File: src/rtl/disp_page_arbiter.sv
// Round-robin display page arbiter: hands the shared seven-segment display to one
// requesting source at a time for a minimum dwell of HOLD cycles, then rotates.
module disp_page_arbiter #(
    parameter int unsigned N_REQ = 4,
    parameter int unsigned DW    = 16,
    parameter int unsigned HOLD  = 50_000_000
) (
    input  logic                       clk,
    input  logic                       rst_n,
    input  logic [N_REQ-1:0]           req,
    input  logic [N_REQ*DW-1:0]        data,
    output logic [N_REQ-1:0]           grant,
    output logic [$clog2(N_REQ)-1:0]   disp_idx,
    output logic [DW-1:0]              disp_val,
    output logic                       disp_valid,
    output logic                       switch_tick
);

    localparam int unsigned IW = $clog2(N_REQ);
    localparam int unsigned CW = $clog2(HOLD);

    typedef enum logic {
        IDLE = 1'b0,
        SHOW = 1'b1
    } state_t;

    state_t             state_q, state_d;
    logic [CW-1:0]      cnt_q, cnt_d;
    logic [IW-1:0]      last_q, last_d;
    logic [N_REQ-1:0]   grant_d;
    logic [IW-1:0]      idx_d;
    logic [DW-1:0]      val_d;
    logic               valid_d;
    logic               tick_d;

    logic [IW-1:0]      sel_idx_c;
    logic [IW-1:0]      cand_c;
    logic               sel_found_c;
    logic               any_req_c;
    logic               expire_c;
    logic               load_c;

    // Round-robin pick: first requester above the last holder, wrapping; holder is last.
    always_comb begin
        sel_idx_c   = last_q;
        cand_c      = last_q;
        sel_found_c = 1'b0;
        for (int unsigned k = 1; k <= N_REQ; k++) begin
            cand_c = IW'((32'(last_q) + k) % N_REQ);
            if (!sel_found_c && req[cand_c]) begin
                sel_idx_c   = cand_c;
                sel_found_c = 1'b1;
            end
        end
    end

    assign any_req_c = |req;
    assign expire_c  = (state_q == SHOW) && (cnt_q == '0);
    assign load_c    = any_req_c && ((state_q == IDLE) || expire_c);

    // State register plus all registered outputs.
    always_ff @(posedge clk) begin
        if (!rst_n) begin
            state_q     <= IDLE;
            cnt_q       <= '0;
            last_q      <= IW'(N_REQ - 1);
            grant       <= '0;
            disp_idx    <= '0;
            disp_val    <= '0;
            disp_valid  <= 1'b0;
            switch_tick <= 1'b0;
        end else begin
            state_q     <= state_d;
            cnt_q       <= cnt_d;
            last_q      <= last_d;
            grant       <= grant_d;
            disp_idx    <= idx_d;
            disp_val    <= val_d;
            disp_valid  <= valid_d;
            switch_tick <= tick_d;
        end
    end

    // Next-state logic.
    always_comb begin
        state_d = state_q;
        case (state_q)
            IDLE:    if (any_req_c) state_d = SHOW;
            SHOW:    if (expire_c && !any_req_c) state_d = IDLE;
            default: state_d = IDLE;
        endcase
    end

    // Next values for the counter, pointer and registered outputs.
    always_comb begin
        cnt_d   = cnt_q;
        last_d  = last_q;
        grant_d = grant;
        idx_d   = disp_idx;
        val_d   = disp_val;
        valid_d = disp_valid;
        tick_d  = 1'b0;
        if (load_c) begin
            cnt_d   = CW'(HOLD - 1);
            last_d  = sel_idx_c;
            grant_d = N_REQ'(1) << sel_idx_c;
            idx_d   = sel_idx_c;
            val_d   = data[32'(sel_idx_c)*DW +: DW];
            valid_d = 1'b1;
            tick_d  = 1'b1;
        end else if ((state_q == SHOW) && !expire_c) begin
            // Holder keeps the display even if its request has dropped.
            cnt_d   = cnt_q - CW'(1);
            val_d   = data[32'(disp_idx)*DW +: DW];
        end else begin
            cnt_d   = '0;
            grant_d = '0;
            idx_d   = '0;
            val_d   = '0;
            valid_d = 1'b0;
        end
    end

endmodule

File: config.mk
export PLATFORM = sky130hd
export DESIGN_NAME = disp_page_arbiter
export DESIGN_NICKNAME = d
export VERILOG_FILES = /design/src/rtl/disp_page_arbiter.sv
export SDC_FILE = /design/constraint.sdc
export NUM_CORES = 1
export LEC_CHECK = 0
export CORE_AREA = 2 2 85 87
export DETAILED_ROUTE_END_ITERATION = 16
export DIE_AREA = 0 0 87 89
export HOLD_SLACK_MARGIN = 0.1
export PLACE_DENSITY = 0.8
export SLEW_MARGIN = 20
export SYNTH_ARGS = -nofsm -noshare
export SYNTH_HDL_FRONTEND = slang
export SYNTH_SLANG_ARGS = --single-unit
File: constraint.sdc
create_clock -name clk -period 2.6 [get_ports clk]
set_input_delay 0.39 -clock clk [delete_from_list [all_inputs] [get_ports clk]]
set_output_delay 0.39 -clock clk [all_outputs]
set_load 0.05 [all_outputs]
==> Word level (Yosys, flattened, before mapping) <==
Index checks and enable logic that the tools add are counted.
{ "op_classes": {"add_sub_neg": 5, "order_cmp": 4, "eq_ne": 1, "shift": 3, "mux": 29, "bitwise_logic": 3, "reduce_logical": 16} }
{ "ops": {"columns": ["operator", "count"], "rows": [
  ["variable part select 64 x 7 -> 16 bit", 2],
  ["2-to-1 mux 26 bit", 2],
  ["2-to-1 mux 16 bit", 2],
  ["logical NOT 26 bit", 1],
  ["subtractor 26 x 1 -> 26 bit, second input constant", 1],
  ["less-than comparator 2 x 3 -> 1 bit, second input constant", 4],
  ["2-to-1 mux 1 bit", 12],
  ["2-to-1 mux 2 bit", 6],
  ["binary-select mux 1 bit (select 2 bit)", 4],
  ["2-to-1 mux 4 bit", 2],
  ["logical AND 1 bit", 7],
  ["logical NOT 1 bit", 5],
  ["adder 2 x 1 -> 2 bit, second input constant", 2],
  ["adder 2 bit, second input constant", 2],
  ["OR reduction 4 bit", 1],
  ["left shift 1 x 2 -> 4 bit, first input constant", 1],
  ["NOT 1 bit", 3],
  ["OR reduction 3 bit", 1],
  ["!= test 2 bit, second input constant", 1],
  ["one-hot mux 1 bit (2 select lines)", 1],
  ["logical OR 1 bit", 1]
]} }
{ "word_totals": {"ff_bits": 53, "in_bits": 70} }

==> Longest topological paths before layout <==
Gate-level depths: netlist of the first run.
{ "depth": {"word_depth": 15, "mapped_depth": 9} }

==> Worst setup path after synthesis of the first run <==
Ideal clock, no wire load.
{ "synth_timing": {"path_kind": "flip-flop to flip-flop", "start": "register disp_idx[0]", "end": "register disp_val[7]", "setup_time_ns": 0.122, "arrival_time_ns": 2.112, "t_required_ns": 2.478, "setup_slack_ns": 0.366, "path_stages_with_launch": 6, "n_path_buf": 2, "path_cell_list": "dfxtp_1 -> clkbuf_1 -> buf_2 -> mux4_2 -> nand3_1 -> o31ai_2"} }
{ "synth_between": {"elab_chain_cells": 3} }
{ "synth_rtl": {"columns": ["item", "line_no", "rtl"], "rows": [
  ["start, declared", "13", "output logic [$clog2(N_REQ)-1:0] disp_idx,"],
  ["start signal, assigned", "77", "disp_idx <= idx_d;"],
  ["variable part select 64 x 7 -> 16 bit", "114", "val_d = data[32'(disp_idx)*DW +: DW];"],
  ["2-to-1 mux 16 bit", "111", "end else if ((state_q == SHOW) && !expire_c) begin"],
  ["2-to-1 mux 16 bit", "103", "if (load_c) begin"],
  ["end signal, assigned", "78", "disp_val <= val_d;"],
  ["end, declared", "14", "output logic [DW-1:0] disp_val,"]
]} }
Every way passes these cells.
A chain may end at the register's enable or synchronous reset.

==> Final worst setup path of the first run <==
{ "layout_timing": {"start": "register cnt_q[4]", "end": "register last_q[0]"} }
{ "layout_between": {"elab_chain_cells": 4} }
{ "layout_rtl": {"columns": ["item", "line_no", "rtl"], "rows": [
  ["start, declared", "28", "logic [CW-1:0] cnt_q, cnt_d;"],
  ["start signal, assigned", "74", "cnt_q <= cnt_d;"],
  ["logical NOT 26 bit", "58", "assign expire_c = (state_q == SHOW) && (cnt_q == '0);"],
  ["logical AND 1 bit", "58", null],
  ["logical OR 1 bit", "59", "assign load_c = any_req_c && ((state_q == IDLE) || expire_c);"],
  ["logical AND 1 bit", "59", null],
  ["end signal, assigned", "66", "last_q <= IW'(N_REQ - 1);"],
  ["end signal, assigned", "75", "last_q <= last_d;"],
  ["end, declared", "29", "logic [IW-1:0] last_q, last_d;"]
]} }
Every way passes these cells.

==> summary.md, run 1 <==
| Metric | Value |
|---|---|
| Mux share of post-synthesis cell area | `11.6%` |
| Tightest Pin Transition | `0.952 ns` |
| Syn_nets | `398` |
| Clk network pwr share | `20.8%` |
| Fin util | `64.7%` |
| Post-Place Cell Area | `0.00426 mm²` |
| Post-synth ARST share | `0%` |
| Number of global-route vias before repair | `3330` |
| FF-to-FF setup slack | `0.29 ns` |
| Grt total ovfl | `0` |
| Worst path required time | `2.77 ns` |
| Simple-gate share of the synthesized area | `19.0%` |
| Nets | `489` |
| Postcts setup bufs | `0` |
| Vias | `3196` |
| Worst-case clock buffer depth | `2` |
| Total GRT Usage | `25.0%` |
| Synth Area per Inst | `9.80 µm²` |
| CTS resizes | `0` |
| Slew Viols, Final | `0` |
| DIE AREA | `0.00774 mm²` |
| Lkg Pwr | `1.51 nW` |
| Routed Antenna Nets | `0` |
| Netlist cell types | `42` |
| Register area | `0.00106 mm²` |
| Initial antenna violation count | `0` |
| Synthesized flop and latch total | `53` |
| Synth Area in Compound Gates | `24.9%` |
| Worst hold path class | `reg -> reg` |
| Antenna diodes | `0` |
| Layout cells sized above 1 | `15.8%` |
| Multi-input gate area | `0.00199 mm²` |
| EDFF count, synth | `0` |
| RSZ-0062 raised after global routing | `no` |
| DRT iter0 DRCs | `143` |
| Post-synthesis xor/xnor area fraction | `6.01%` |
| Clk_skew | `0.0109 ns` |
| Crit path max fanout | `15` |
| Most common flop cell mapped by yosys | `dfxtp_1` |
| Seq/Total Area, Yosys | `33.1%` |
| NetSw | `810 µW` |
| Reg2reg path depth | `6` |
| Seq pwr share | `41.1%` |
| Commonest non-fill, non-tap cell in the layout | `clkdlybuf4s50_1` |
| TritonCTS Sinks | `53` |
| Synth Warn # | `0` |
| DRC violations left | `0` |
| Clock-pin slew on the worst setup and hold paths | `0.09 ns` |
| First-pass GRT wire length | `15400 µm` |
| Clock Root Buffer | `clkbuf_8` |
| Fin. Hold Viols | `0` |
| WL final | `9240 µm` |
| H-tree depth | `2` |
| Dpl hpwl | `6670 µm` |
| Mapped cell area | `0.00321 mm²` |
| WHS Endpoint | `cnt_q[0]$_SDFF_PN0_` |
| Initial core utilization | `47.7%` |
| Placer Congestion | `0.840` |
| Critical path type | `reg -> reg` |
| R2r endpoint | `last_q[0]$_SDFFE_PN1P_` |
| Power Density | `525 mW/mm²` |
| Area Overhead vs Synth | `35.6%` |
| Maximum capacitance violations | `0` |
| Number of CTS-inserted buffers | `5` |
| Arr. time, crit path | `2.48 ns` |
| Tmin final | `2.31 ns` |
| DR vias/cell | `6.40` |
| Port bufs | `93` |
| Area share of the largest cell type after synthesis | `33.1%` |
| Fmax | `0.433 GHz` |
| Die height | `89 µm` |
| Top post-synthesis cells by area | `dfxtp_1 (33%), mux4_2 (11%), a211oi_1 (7.5%), o31a_1 (4.6%), and4_1 (4.4%)` |
| Avg WL per Cell | `18.5 µm` |
| Hold path depth | `1` |
| Core Rows | `30` |
| Post-Synth Adder-Cell Area | `0.390%` |
| Synth area leader | `dfxtp_1` |
| Reg2reg start | `cnt_q[4]$_SDFF_PN0_` |
| Sw Ratio | `35.5%` |
| TritonCTS clock tree | `built` |
| Core area | `0.00672 mm²` |
| Final setup viols | `0` |
| Hold_sp | `cnt_q[0]$_SDFF_PN0_` |
| Startpoint Class | `flip-flop` |
| Worst VDD drop | `0.250 mV` |
| Fin area | `0.00435 mm²` |
| Post-CTS Hold Fix Bufs | `0` |
| Most frequent cells in the layout | `clkdlybuf4s50_1 (92), dfxtp_1 (53), a211oi_1 (32)` |
| Status | `finished, final reports clean` |
| Pint | `1.47 mW` |
| Synth Instances | `327` |
| Ports | `94` |
| FILL cells | `509` |
| First-pass iteration count of the detailed router | `4` |
| Slew Limit Headroom | `36.2%` |
| Worst setup EP type | `flip-flop` |
| Clk Latency, worst-skew pair | `0.32 ns` |
| Setup TNS | `0 ns` |
| Largest family of logic cells by synthesized area | `compound AO/OA/AOI/OAI gates` |
| Die W | `87 µm` |
| Comb pwr share | `38.1%` |
| Final period util | `88.8%` |
| Pin count of the biggest net entering global routing | `25` |
## final cells by class
| class | instances | area share [%] |
|---|---|---|
| inverters | 5 | 0.432 |
| repair buffers | 113 | 25.1 |
| flip-flops and latches | 53 | 24.4 |
| well taps | 80 | 2.30 |
| clock inverters | 2 | 0.317 |
| multi-input cells | 240 | 45.8 |
| clock buffers | 6 | 1.67 |
## worst max path at each step
| stage | to | startpoint | depth (start not counted) | slack [ns] |
|---|---|---|---|---|
| after global routing | disp_val[0]$_SDFF_PN0_ | cnt_q[0]$_SDFF_PN0_ | 8 | 0.18 |
| after detailed placement | disp_val[0]$_SDFF_PN0_ | req[3] | 7 | 0.07 |
| final | last_q[0]$_SDFFE_PN1P_ | cnt_q[4]$_SDFF_PN0_ | 6 | 0.29 |
| after floorplan | disp_val[7]$_SDFF_PN0_ | disp_idx[0]$_SDFFE_PN0P_ | 5 | 0.37 |
| after global placement | disp_val[14]$_SDFF_PN0_ | req[1] | 7 | 0.15 |
| after CTS | last_q[0]$_SDFFE_PN1P_ | cnt_q[0]$_SDFF_PN0_ | 8 | 0.30 |
## metal layers
metal	part of all wire [%]	wire [µm]	vias up	GRT usage (%)
li1	-	-	1476	-
met1	40	3650	1514	30.4
met2	49	4560	178	42.3
met3	8.0	742	28	5.63
met4	3.0	276	0	11.4
met5	0	0	-	0
## logic make-up (layout without fill, tap and decap cells)
family                   after synthesis  after routing
AO/OA/AOI/OAI                        103            103
buffers and inverters                 34            126
multiplexers                          17             17
XOR/XNOR                              22             22
adder cells (fa/ha/maj)                1              1
flip-flops                            53             53
AND/OR/NAND/NOR                       97             97
## power groups by stage
stage,Sequential (mW),Clock (mW),Combinational [mW]
global placement,0.954,0,0.849
global route,0.947,0.514,0.925
detailed placement,0.956,0,0.866
floorplan,1.09,0,0.406
finish,0.938,0.474,0.871
CTS,0.938,0.484,0.869
## worst max-delay path: stages, from the launching register on
cell and delay, ns:
dfxtp_1 0.35, or4_4 0.54, nand4b_4 0.26, o31a_1 0.48, buf_4 0.25, o21ai_0 0.18
o311ai_1 0.11
## metrics by stage
stage,instances,power (mW),hold WS (ns),setup slack (ns)
final,499,2.28,0.492,0.292
after global routing,499,2.39,0.510,0.178
after CTS,499,2.29,0.492,0.304
after detailed placement,491,1.82,0.468,0.0697
after global placement,491,1.80,0.446,0.149
after floorplan,327,1.49,0.425,0.366
## synthesized netlist by cell type (3+ instances only)
library cell  instances
a211oi_1             32
a21oi_1              13
a32o_1                4
and4_1               16
buf_2                 7
buf_6                 3
clkbuf_1             18
dfxtp_1              53
inv_1                 5
mux4_2               16
nand2_1               6
nand2b_1              5
nand3_1              17
nor2_1               13
nor3_1               12
nor3b_1               3
nor4_1                5
o21ai_0               9
o21ai_1               3
o31a_1               17
o31ai_1               6
o31ai_2              11
or3_1                 5
or4_1                 3
xnor2_1              16
xor2_1                6
## flip-flops by register name, summed over array words and instances, names as in the netlist
name         flops
disp_val        16
cnt_q           26
switch_tick      1
state_q          1
grant            4
last_q           2
disp_idx         2
disp_valid       1
Note: power is estimated with default switching activity, not from simulation.
==> inputs of run 2 (changes only) <==
==> config.mk (replaced) <==
export PLATFORM = sky130hd
export DESIGN_NAME = disp_page_arbiter
export DESIGN_NICKNAME = d
export VERILOG_FILES = /design/src/rtl/disp_page_arbiter.sv
export SDC_FILE = /design/constraint.sdc
export NUM_CORES = 1
export LEC_CHECK = 0
export CORE_AREA = 2 2 90 92
export DETAILED_ROUTE_END_ITERATION = 16
export DIE_AREA = 0 0 92 94
export HOLD_SLACK_MARGIN = 0.1
export PLACE_DENSITY = 0.75
export SLEW_MARGIN = 25
export SYNTH_ARGS = -nofsm -noshare
export SYNTH_HDL_FRONTEND = slang
export SYNTH_SLANG_ARGS = --single-unit
==> constraint.sdc (replaced) <==
create_clock -name clk -period 2 [get_ports clk]
set_input_delay 0.4 -clock clk [delete_from_list [all_inputs] [get_ports clk]]
set_output_delay 0.4 -clock clk [all_outputs]
set_load 0.05 [all_outputs]
==> run 2 against run 1 <==
The flow now finishes with violations (setup timing). Wire length up 4.3%. Global-route usage decreased by 2.0 points. Worst setup slack got worse by 0.33 ns. Final cell count grew 11%. Critical path depth increased by 1. Via count grew 0.91%. Die area rose by 12%. Combinational power increased by 52%. Sequential cell count unchanged. Hold slack got worse by 0.039 ns. Design area grew 13%. Critical endpoint is now cnt_q[2]$_SDFF_PN0_. Largest power group is now combinational cells. Highest routed layer unchanged.
==> summary.md, run 2 (synthesis gave the netlist of run 1 again) <==
| Metric | Value |
|---|---|
| Lkg Pwr | `1.75 nW (+16%)` |
| First-pass iteration count of the detailed router | `5 (+1)` |
| Pre-CTS setup slack | `-0.370 ns (-0.440 ns)` |
| Status | `finished with violations` |
| Grt total ovfl | `0 (unchanged)` |
| Cell mode on critical path | `buf_6` |
| Hold WS | `0.453 ns (-0.0390 ns)` |
| Slew Limit Headroom | `63.9% (+28 points)` |
| Slowest stage delay, CP | `0.56 ns (+0.02 ns)` |
| Arr. time, crit path | `2.24 ns (-0.24 ns)` |
| Clock-pin slew on the worst setup and hold paths | `0.10 ns (about the same)` |
| Worst path top cell family by delay | `simple AND/OR/NAND/NOR gates` |
| Max stage delay cell, worst path | `or4_4` |
| Largest reg by FF count | `cnt_q` |
| Fmax | `0.491 GHz (+13%)` |
| Worst-case clock buffer depth | `2 (unchanged)` |
| First-pass GRT wire length | `15900 µm (+3.1%)` |
| Most frequent cells in the layout | `clkdlybuf4s50_1 (91), dfxtp_1 (52), buf_4 (42)` |
| Nets | `524 (+7.2%)` |
| Clk Latency, worst-skew pair | `0.31 ns (about the same)` |
| Tightest Pin Transition | `0.539 ns (-0.413 ns)` |
| Slew Viols, Final | `0 (unchanged)` |
| RSZ-0062 raised after global routing | `yes` |
| Total GRT Usage | `22.9% (-2.0 points)` |
| WP buf/inv | `2 (+1)` |
| Hold path depth | `1 (unchanged)` |
| NetSw | `1.12 mW (+38%)` |
| Fin. Hold Viols | `0 (unchanged)` |
| Register area | `0.00106 mm² (+0.12%)` |
| Routed Antenna Nets | `0 (unchanged)` |
| Setup TNS | `-0.399 ns (-0.399 ns)` |
| DRT iter0 DRCs | `151 (+5.6%)` |
| Die height | `94 µm (+5.6%)` |
| Failing checks | `setup timing` |
| Final setup margin | `-0.0358 ns (-0.327 ns)` |
| Pint | `2.05 mW (+39%)` |
| Commonest non-fill, non-tap cell in the layout | `clkdlybuf4s50_1` |
| Sw Ratio | `35.4% (-0.14 points)` |
| Ports | `94 (unchanged)` |
| Initial antenna violation count | `0 (unchanged)` |
| Placer Congestion | `0.855 (+1.8%)` |
| Total Power | `3.17 mW (+39%)` |
| Maximum capacitance violations | `0 (unchanged)` |
| Crit. path cell count | `7 (+1)` |
| Critical path type | `reg -> reg` |
| Vias | `3225 (+0.91%)` |
| TritonCTS clock tree | `built` |
| Number of flip-flops in the largest register | `26 (unchanged)` |
| FF-to-FF setup slack | `-0.04 ns (-0.33 ns)` |
| Clk_skew | `0.00573 ns (-0.00514 ns)` |
| Crit path max fanout | `6 (-9)` |
| Worst setup EP type | `flip-flop` |
| Worst hold path class | `reg -> reg` |
| Seq pwr share | `38.4% (-2.7 points)` |
| Power Density | `646 mW/mm² (+23%)` |
| Worst VDD drop | `0.314 mV (+26%)` |
| Die W | `92 µm (+5.7%)` |
| WL final | `9640 µm (+4.3%)` |
| Pin count of the biggest net entering global routing | `22 (-12%)` |
| TritonCTS Sinks | `53 (unchanged)` |
| Worst path required time | `2.20 ns (-0.57 ns)` |
| Tmin final | `2.04 ns (-0.273 ns)` |
| H-tree depth | `2 (unchanged)` |
| Avg WL per Cell | `17.3 µm (-6.4%)` |
| Layout cells sized above 1 | `27.8% (+12 points)` |
| DIE AREA | `0.00865 mm² (+12%)` |
| Clk network pwr share | `19.9% (-0.9 points)` |
| DR vias/cell | `5.80 (-9.4%)` |
| Number of CTS-inserted buffers | `5 (unchanged)` |
| Antenna diodes | `0 (unchanged)` |
| Core area | `0.00761 mm² (+13%)` |
| Number of global-route vias before repair | `3427 (+2.9%)` |
| Final setup viols | `20 (+20)` |
| Final period util | `102% (+13 points)` |
| Port bufs | `93 (unchanged)` |
| Core Rows | `32 (+6.7%)` |
| Clock Root Buffer | `clkbuf_8` |
| Area Overhead vs Synth | `52.9%` |
| Comb pwr share | `41.7% (+3.6 points)` |
| Worst-path cell chain | `or4_4, nand4b_4, o31a_1, buf_6, o21ai_4, buf_6, a31oi_1` |
| Startpoint Class | `flip-flop` |
| Dpl hpwl | `7110 µm (+6.5%)` |
| Largest regs | `cnt_q (26), disp_val (16), grant (4)` |
| Initial core utilization | `42.1% (-5.6 points)` |
| Post-CTS Hold Fix Bufs | `0 (unchanged)` |
| Multi-input gate area | `0.00212 mm² (+6.3%)` |
| Reg2reg path depth | `7 (+1)` |
| DRC violations left | `0 (unchanged)` |
| FILL cells | `605 (+19%)` |
| Fin util | `64.4% (-0.29 points)` |
[run 2: cell types whose count changed in the layout (fill, tap and decap cells not counted), sizes merged]
cell and delta:
buf +36, clkbuf -1, clkdlybuf4s50 -1, clkinvlp +1
[run 2: per-layer routing]
metal / wire length [µm] / part of all wire, % / global-route usage (%)
met5: 0 / 0 / 0
met1: 3840 / 40 / 26.2
met2: 4990 / 52 / 42.2
met3: 671 / 7.0 / 5.38
met4: 131 / 1.4 / 7.34
[run 2: path summary, 6_finish.rpt]
check                              to                 from
setup reg to reg  cnt_q[2]$_SDFF_PN0_  cnt_q[6]$_SDFF_PN0_
hold reg to reg   cnt_q[0]$_SDFF_PN0_  cnt_q[0]$_SDFF_PN0_
setup / recovery  cnt_q[2]$_SDFF_PN0_  cnt_q[6]$_SDFF_PN0_
hold / removal    cnt_q[0]$_SDFF_PN0_  cnt_q[0]$_SDFF_PN0_
[run 2: power by group through the flow]
stage | clock, mW | combinational [mW] | sequential, mW
floorplan | 0 | 0.528 | 1.42
global placement | 0 | 1.22 | 1.23
detailed placement | 0 | 1.25 | 1.23
CTS | 0.645 | 1.28 | 1.21
global route | 0.689 | 1.40 | 1.23
finish | 0.631 | 1.32 | 1.21
[run 2: worst reg2reg max path, cell delays in order, from the launching register on]
cell and delay, ns:
dfxtp_1 0.32, or4_4 0.56, nand4b_4 0.22, o31a_1 0.34, buf_6 0.16, o21ai_4 0.15, buf_6 0.14, a31oi_1 0.04
[run 2: area by class of cell]
type | instances | share of cell area [%]
clock buffer | 5 | 1.40
clock inverter | 3 | 0.511
inverter | 5 | 0.383
multi-input combinational | 240 | 43.2
sequential | 53 | 21.7
tap | 102 | 2.60
timing repair buffer | 148 | 30.3
[run 2: what timing repair did]
action,in CTS,in global routing
endpoints found under the setup margin,28,47
resized for setup,16,19
cloned,1,0
setup buffers,3,3
pin swaps,2,2
[run 2: metrics by stage]
step                      cells  cell area [µm²]
after detailed placement    541             4600
after floorplan             327             3210
after CTS                   553             4790
after global routing        556             4900
final                       556             4900
after global placement      541             4600
==> inputs of run 3 (changes only) <==
--- a/config.mk
+++ b/config.mk
@@ -5,6 +5,7 @@
 export SDC_FILE = /design/constraint.sdc
 export NUM_CORES = 1
 export LEC_CHECK = 0
+export CAP_MARGIN = 15
 export CORE_AREA = 2 2 90 92
 export DETAILED_ROUTE_END_ITERATION = 16
 export DIE_AREA = 0 0 92 94
==> results of run 3 <==
Final layout, timing and power as in run 2 (identical DEF).
